==> src/rtl/mouse_receiver_if.sv <==
// Bundle between a PS/2 mouse receiver and its consumer: raw pad samples,
// start gating, and the received-byte strobe with its error code.
interface mouse_receiver_if;
  logic       READ_ENABLE;
  logic       CLK_MOUSE_IN;
  logic       DATA_MOUSE_IN;
  logic [7:0] BYTE_READ;
  logic [1:0] BYTE_ERROR_CODE;
  logic       BYTE_READY;
  logic [1:0] dbg_state;

  // BYTE_READY is a one-cycle valid strobe with no ready/backpressure: the
  // consumer must take BYTE_READ/BYTE_ERROR_CODE on the strobe cycle or
  // any later cycle before the next strobe, since both hold between strobes.
  modport master (
    output READ_ENABLE,
    output CLK_MOUSE_IN,
    output DATA_MOUSE_IN,
    input  BYTE_READ,
    input  BYTE_ERROR_CODE,
    input  BYTE_READY,
    input  dbg_state
  );

  modport slave (
    input  READ_ENABLE,
    input  CLK_MOUSE_IN,
    input  DATA_MOUSE_IN,
    output BYTE_READ,
    output BYTE_ERROR_CODE,
    output BYTE_READY,
    output dbg_state
  );
endinterface

==> src/rtl/mouse_receiver.sv <==
// PS/2 mouse byte receiver: synchronizes and debounces the PS/2 clock, shifts
// 11-bit frames on filtered falling edges, and reports parity/stop errors.
module mouse_receiver #(
  parameter int FILTER_LEN = 8,
  parameter int TIMEOUT    = 50000
) (
  input logic              CLK,
  input logic              RESETN,
  mouse_receiver_if.slave  bus
);

  localparam int TW = $clog2(TIMEOUT + 1);

  typedef enum logic [1:0] {
    IDLE      = 2'd0,
    RX_DATA   = 2'd1,
    RX_PARITY = 2'd2,
    RX_STOP   = 2'd3
  } state_t;

  state_t                state, state_nxt;
  logic [1:0]            clk_sync, data_sync;
  logic [FILTER_LEN-1:0] filt_sr;
  logic                  clk_filt, clk_filt_d;
  logic                  fall, data_bit;
  logic [2:0]            bit_cnt;
  logic [7:0]            shift_reg;
  logic                  parity_bit;
  logic [TW-1:0]         timeout_cnt;
  logic                  timeout_hit;
  logic [7:0]            byte_q;
  logic [1:0]            err_q;
  logic                  ready_q;

  // Input synchronizers and clock filter all rest at the PS/2 idle-high level.
  always_ff @(posedge CLK or negedge RESETN) begin
    if (!RESETN) begin
      clk_sync   <= 2'b11;
      data_sync  <= 2'b11;
      filt_sr    <= '1;
      clk_filt   <= 1'b1;
      clk_filt_d <= 1'b1;
    end else begin
      clk_sync   <= {clk_sync[0], bus.CLK_MOUSE_IN};
      data_sync  <= {data_sync[0], bus.DATA_MOUSE_IN};
      filt_sr    <= {filt_sr[FILTER_LEN-2:0], clk_sync[1]};
      if (filt_sr == '0) begin
        clk_filt <= 1'b0;
      end else if (filt_sr == '1) begin
        clk_filt <= 1'b1;
      end
      clk_filt_d <= clk_filt;
    end
  end

  assign fall        = ~clk_filt & clk_filt_d;
  assign data_bit    = data_sync[1];
  assign timeout_hit = (state != IDLE) && (timeout_cnt == TW'(TIMEOUT));

  always_ff @(posedge CLK or negedge RESETN) begin
    if (!RESETN) begin
      state <= IDLE;
    end else begin
      state <= state_nxt;
    end
  end

  always_comb begin
    state_nxt = state;
    if (timeout_hit) begin
      state_nxt = IDLE;
    end else if (fall) begin
      case (state)
        IDLE:      if (!data_bit && bus.READ_ENABLE) state_nxt = RX_DATA;
        RX_DATA:   if (bit_cnt == 3'd7) state_nxt = RX_PARITY;
        RX_PARITY: state_nxt = RX_STOP;
        RX_STOP:   state_nxt = IDLE;
        default:   state_nxt = IDLE;
      endcase
    end
  end

  // A stalled frame is abandoned silently; the last delivered byte is kept.
  always_ff @(posedge CLK or negedge RESETN) begin
    if (!RESETN) begin
      bit_cnt     <= 3'd0;
      shift_reg   <= 8'h00;
      parity_bit  <= 1'b0;
      timeout_cnt <= '0;
      byte_q      <= 8'h00;
      err_q       <= 2'b00;
      ready_q     <= 1'b0;
    end else begin
      ready_q <= 1'b0;
      if (state == IDLE || fall) begin
        timeout_cnt <= '0;
      end else begin
        timeout_cnt <= timeout_cnt + TW'(1);
      end
      if (!timeout_hit && fall) begin
        case (state)
          IDLE: begin
            if (!data_bit && bus.READ_ENABLE) bit_cnt <= 3'd0;
          end
          RX_DATA: begin
            shift_reg <= {data_bit, shift_reg[7:1]};
            bit_cnt   <= bit_cnt + 3'd1;
          end
          RX_PARITY: begin
            parity_bit <= data_bit;
          end
          RX_STOP: begin
            byte_q  <= shift_reg;
            err_q   <= {~data_bit, ~(^shift_reg ^ parity_bit)};
            ready_q <= 1'b1;
          end
          default: ;
        endcase
      end
    end
  end

  assign bus.BYTE_READ       = byte_q;
  assign bus.BYTE_ERROR_CODE = err_q;
  assign bus.BYTE_READY      = ready_q;
  assign bus.dbg_state       = state;

endmodule

==> src/flat_wrapper.sv <==
// flat-port wrapper written by rule: the top's interface ports become plain ports
module mouse_receiver_flat 
#(
  parameter int FILTER_LEN = 8,
  parameter int TIMEOUT    = 50000
)
  (CLK, RESETN, bus_READ_ENABLE, bus_CLK_MOUSE_IN, bus_DATA_MOUSE_IN, bus_BYTE_READ, bus_BYTE_ERROR_CODE, bus_BYTE_READY, bus_dbg_state);
  mouse_receiver_if bus_i ();
  input logic CLK;
  input logic RESETN;
  input wire logic [$bits(bus_i.READ_ENABLE)-1:0] bus_READ_ENABLE;
  input wire logic [$bits(bus_i.CLK_MOUSE_IN)-1:0] bus_CLK_MOUSE_IN;
  input wire logic [$bits(bus_i.DATA_MOUSE_IN)-1:0] bus_DATA_MOUSE_IN;
  output wire logic [$bits(bus_i.BYTE_READ)-1:0] bus_BYTE_READ;
  output wire logic [$bits(bus_i.BYTE_ERROR_CODE)-1:0] bus_BYTE_ERROR_CODE;
  output wire logic [$bits(bus_i.BYTE_READY)-1:0] bus_BYTE_READY;
  output wire logic [$bits(bus_i.dbg_state)-1:0] bus_dbg_state;
  assign bus_i.READ_ENABLE = bus_READ_ENABLE;
  assign bus_i.CLK_MOUSE_IN = bus_CLK_MOUSE_IN;
  assign bus_i.DATA_MOUSE_IN = bus_DATA_MOUSE_IN;
  assign bus_BYTE_READ = bus_i.BYTE_READ;
  assign bus_BYTE_ERROR_CODE = bus_i.BYTE_ERROR_CODE;
  assign bus_BYTE_READY = bus_i.BYTE_READY;
  assign bus_dbg_state = bus_i.dbg_state;
  mouse_receiver #(.FILTER_LEN(FILTER_LEN), .TIMEOUT(TIMEOUT)) u_core (.CLK(CLK), .RESETN(RESETN), .bus(bus_i));
endmodule
==> config.mk <==
export PLATFORM = sky130hd
export DESIGN_NAME = mouse_receiver_flat
export DESIGN_NICKNAME = d
export VERILOG_FILES = /design/src/rtl/mouse_receiver_if.sv /design/src/rtl/mouse_receiver.sv /design/src/flat_wrapper.sv
export SDC_FILE = /design/constraint.sdc
export NUM_CORES = 1
export LEC_CHECK = 0
export BUFFER_PORTS_ARGS = -buffer_cell sky130_fd_sc_hd__buf_2
export CORE_MARGIN = 4
export CORE_UTILIZATION = 60
export DETAILED_ROUTE_END_ITERATION = 10
export PLACE_DENSITY = 0.81
export RECOVER_POWER = 100
export SYNTH_ARGS = -nofsm -noshare
export SYNTH_HDL_FRONTEND = slang
export SYNTH_SLANG_ARGS = --single-unit
==> constraint.sdc <==
create_clock -name CLK -period 7 [get_ports CLK]
set_input_delay 0.7 -clock CLK [delete_from_list [all_inputs] [get_ports CLK]]
set_output_delay 0.7 -clock CLK [all_outputs]
set_load 0.01 [all_outputs]
==> results.toml <==
[run_status]
run_status = "complete, but fails checks"
violations = "capacitance limit, slew limit"

[synthesis]
synthTopCellsByCount = "dfrtp_1, dfstp_2, nor2_1, mux2_2, nand2_1"
synth_fa_ha_area_share_pct = 4.62
netlist.area_leader.share_pct = 42.1
synthXorXnorAreaFrac_pct = 6.67
synth-compound-area-share_pct = 5.28
syn_nets = 203
synthMuxAreaShare_pct = 10.2
yosys.area.top_type = "dfrtp_1"
syn_area_sq_um = 2440
yosys-top-cells-area = "dfrtp_1, dfstp_2, mux2_4, ha_1, mux2_2"
synthCells = 189
yosysSeqAreaShare_pct = 57.2
yosys.area_share.simple_pct = 14.1
yosysMostFrequentCell = "dfrtp_1"
synth_area_per_cell_sq_um = 12.9
synth_edf_count = 0
synth_top_family_by_area = "simple AND/OR/NAND/NOR gates"
ys_seq_elements = 55
synthArstFlopShare_pct = 100
ys_types = 38
synth_flop_cell = "dfrtp_1"
yosysWarnings = 0

[cells_and_area]
antennaDiodeCount = 0
multi_input_area_sq_um = 942
areaGrowthSynthToFinish_pct = 6.46
regArea_sq_um = 1390
largest_register = "u_core.timeout_cnt"
fill_cells = 279
final_nets = 225
finalNonFillerCells = 260
largest_reg_flops = 16
drive_gt1_share_pct = 17.5

[setup_path]
crit_buf_inv = 1
critPathCaptureType = "flip-flop"
crit_path_start_kind = "flip-flop"
crit_cells = 6
worstSetupPathType = "reg -> reg"
crit_path_max_fanout = 11
path_cells = "inv_1, ha_1, or4b_1, nor4_1, nor2_1, mux2_1"
slowest_delay_ns = 0.88
cp.required_ns = 7.20
rrSetupSlack_ns = 3.89
cp_top_family = "simple AND/OR/NAND/NOR gates"
cp-endpoint = "u_core.bus.BYTE_READ[1]$_DFFE_PN0P_"
r2r_start = "u_core.bus.dbg_state[0]$_DFFE_PN0P_"
critPathSlowestCell = "nor4_1"
r2r-end = "u_core.bus.BYTE_READ[1]$_DFFE_PN0P_"
arrival_ns = 3.31
startpoint = "u_core.bus.dbg_state[0]$_DFFE_PN0P_"
reg2regPathDepth = 6

[clock_network]
cts_hold_buf = 0
clkSinkCount = 55
cts.path.max_buffers = 2
cts_tree = "done"
cts_resized = 0
numCtsBuffers = 5
cts_setup_buffers = 0
htreeDepth = 2
clockRootBuffer = "clkbuf_8"
insertion_delay_ns = 0.31
clk_pin_slew_ns = 0.10

[floorplan]
die_area_sq_um = 5150
coreArea_sq_um = 3800
placementRows = 22
die_y_um = 71.8
dieWidth_um = 71.8
pin_count = 18
initial_core_util_pct = 64.2

[timing]
period_share_pct = 44.4
setup-violations-final = 0
period_minus_slack_ns = 3.11
worst_pin_slew_ns = 2.71
final.setup.tns_ns = 0
slew_headroom_pct = -80.9
finalMaxSlewViolations = 56
rsz0062_at_grt = "false"
fin_skew_ns = 0.00593
fmax_mhz = 322
timing_hold_violations_final = 0

[detailed_routing]
wirelength_mm = 4.06
wl_per_cell_um = 15.6
drt_iter0_drc = 96
vias = 1482
drt.antenna.violating_nets = 0
vias_per_cell = 5.70
drt_first_pass_iters = 4
drc_errors = 0

[pwr]
ir_worst_vdd_mv = 0.165
p_per_area_nw_per_um2 = 204
p_leak_uw = 0.00114

[placed_design]
hpwl_mm = 2.99
gp_congestion = 0.816
place_inst = 252
io_buffers = 17

[min_path]
hp-class = "reg -> reg"

[grt]
grt_start_max_net_pins = 56
overflow = 0
antenna_found_initial = 0
first_global_vias = 1513
grt_use_total_pct = 17.7
grt_pass1_wl_mm = 7.01

[run]
cap_violations = 1
cell usage in the layout (no fill, tap or decap), types with 2 or more instances in the layout:
cell      netlist  routed
dfrtp_1        41      41
mux2_2         10      17
nor2_1         13      15
clkbuf_1        2      14
nand2_1        10      10
ha_1            9       9
inv_1           8       8
xor2_1          8       8
xnor2_1         8       8
dfstp_1         0       8
o21ai_0         6       6
clkbuf_8        0       6
dfstp_2        14       6
nand3_1         5       5
or3_1           5       5
a21oi_1         5       5
and4_1          4       4
a22o_1          4       4
buf_2           0       4
nand4_1         3       3
nor3_1          3       3
nor4_1          1       2
a21boi_0        2       2
mux2_1          0       2
cell families after synthesis:
group	count (synthesis)
AO/OA/AOI/OAI	20
XOR/XNOR	17
adder cells (fa/ha/maj)	9
buffers and inverters	11
flip-flops	55
multiplexers	19
AND/OR/NAND/NOR	58
where the power goes:
group	internal, uW	leakage [uW]	switching [uW]
Clock	81.1	0.0000517	100
Sequential	325	0.000711	4.49
Combinational	5.94	0.000377	13.0
worst min path at each step:
stage                              endpoint  slack, ns  depth (start not counted)                    startpoint
4_1_cts         u_core.filt_sr[0]$_DFF_PN1_       0.36                          0  u_core.clk_sync[1]$_DFF_PN1_
5_1_grt         u_core.filt_sr[0]$_DFF_PN1_       0.37                          0  u_core.clk_sync[1]$_DFF_PN1_
2_1_floorplan  u_core.clk_sync[1]$_DFF_PN1_       0.35                          0  u_core.clk_sync[0]$_DFF_PN1_
3_5_place_dp    u_core.filt_sr[0]$_DFF_PN1_       0.35                          0  u_core.clk_sync[1]$_DFF_PN1_
6_report       u_core.clk_sync[1]$_DFF_PN1_       0.36                          0  u_core.clk_sync[0]$_DFF_PN1_
3_3_place_gp    u_core.filt_sr[0]$_DFF_PN1_       0.35                          0  u_core.clk_sync[1]$_DFF_PN1_
worst register-to-register path: stages, from the launching register on:
cell,delay (ns)
dfrtp_1,0.43
inv_1,0.10
ha_1,0.24
or4b_1,0.47
nor4_1,0.88
nor2_1,0.45
mux2_1,0.44
per-layer routing:
metal  vias to the layer above  wire (um)  global-route usage [%]
li1                        703          -                       -
met1                       741       1690                    20.8
met2                        29       2100                    29.9
met3                         9        171                    4.91
met4                         0         96                    8.14
met5                         -          0                       0
metrics by stage:
step / area, sq um / utilization [%] / total power [uW] / worst slack (ns) / hold WS [ns]
CTS: 2670 / 70.3 / 537 / 4.51 / 0.361
global placement: 2570 / 67.7 / 354 / 4.64 / 0.347
finish: 2600 / 68.3 / 529 / 3.89 / 0.362
detailed placement: 2570 / 67.7 / 356 / 4.54 / 0.347
global route: 2600 / 68.3 / 554 / 3.42 / 0.370
floorplan: 2440 / - / 345 / 4.66 / 0.345
cell type report:
cell class	count	share of cell area [%]
Clock buffer	6	3.18
Clock inverter	2	0.578
Inverter	8	1.16
Multi-Input combinational cell	123	36.3
Sequential cell	55	53.7
Tap cell	48	2.31
Timing Repair Buffer	18	2.80
(Power assumes the default switching activity.)
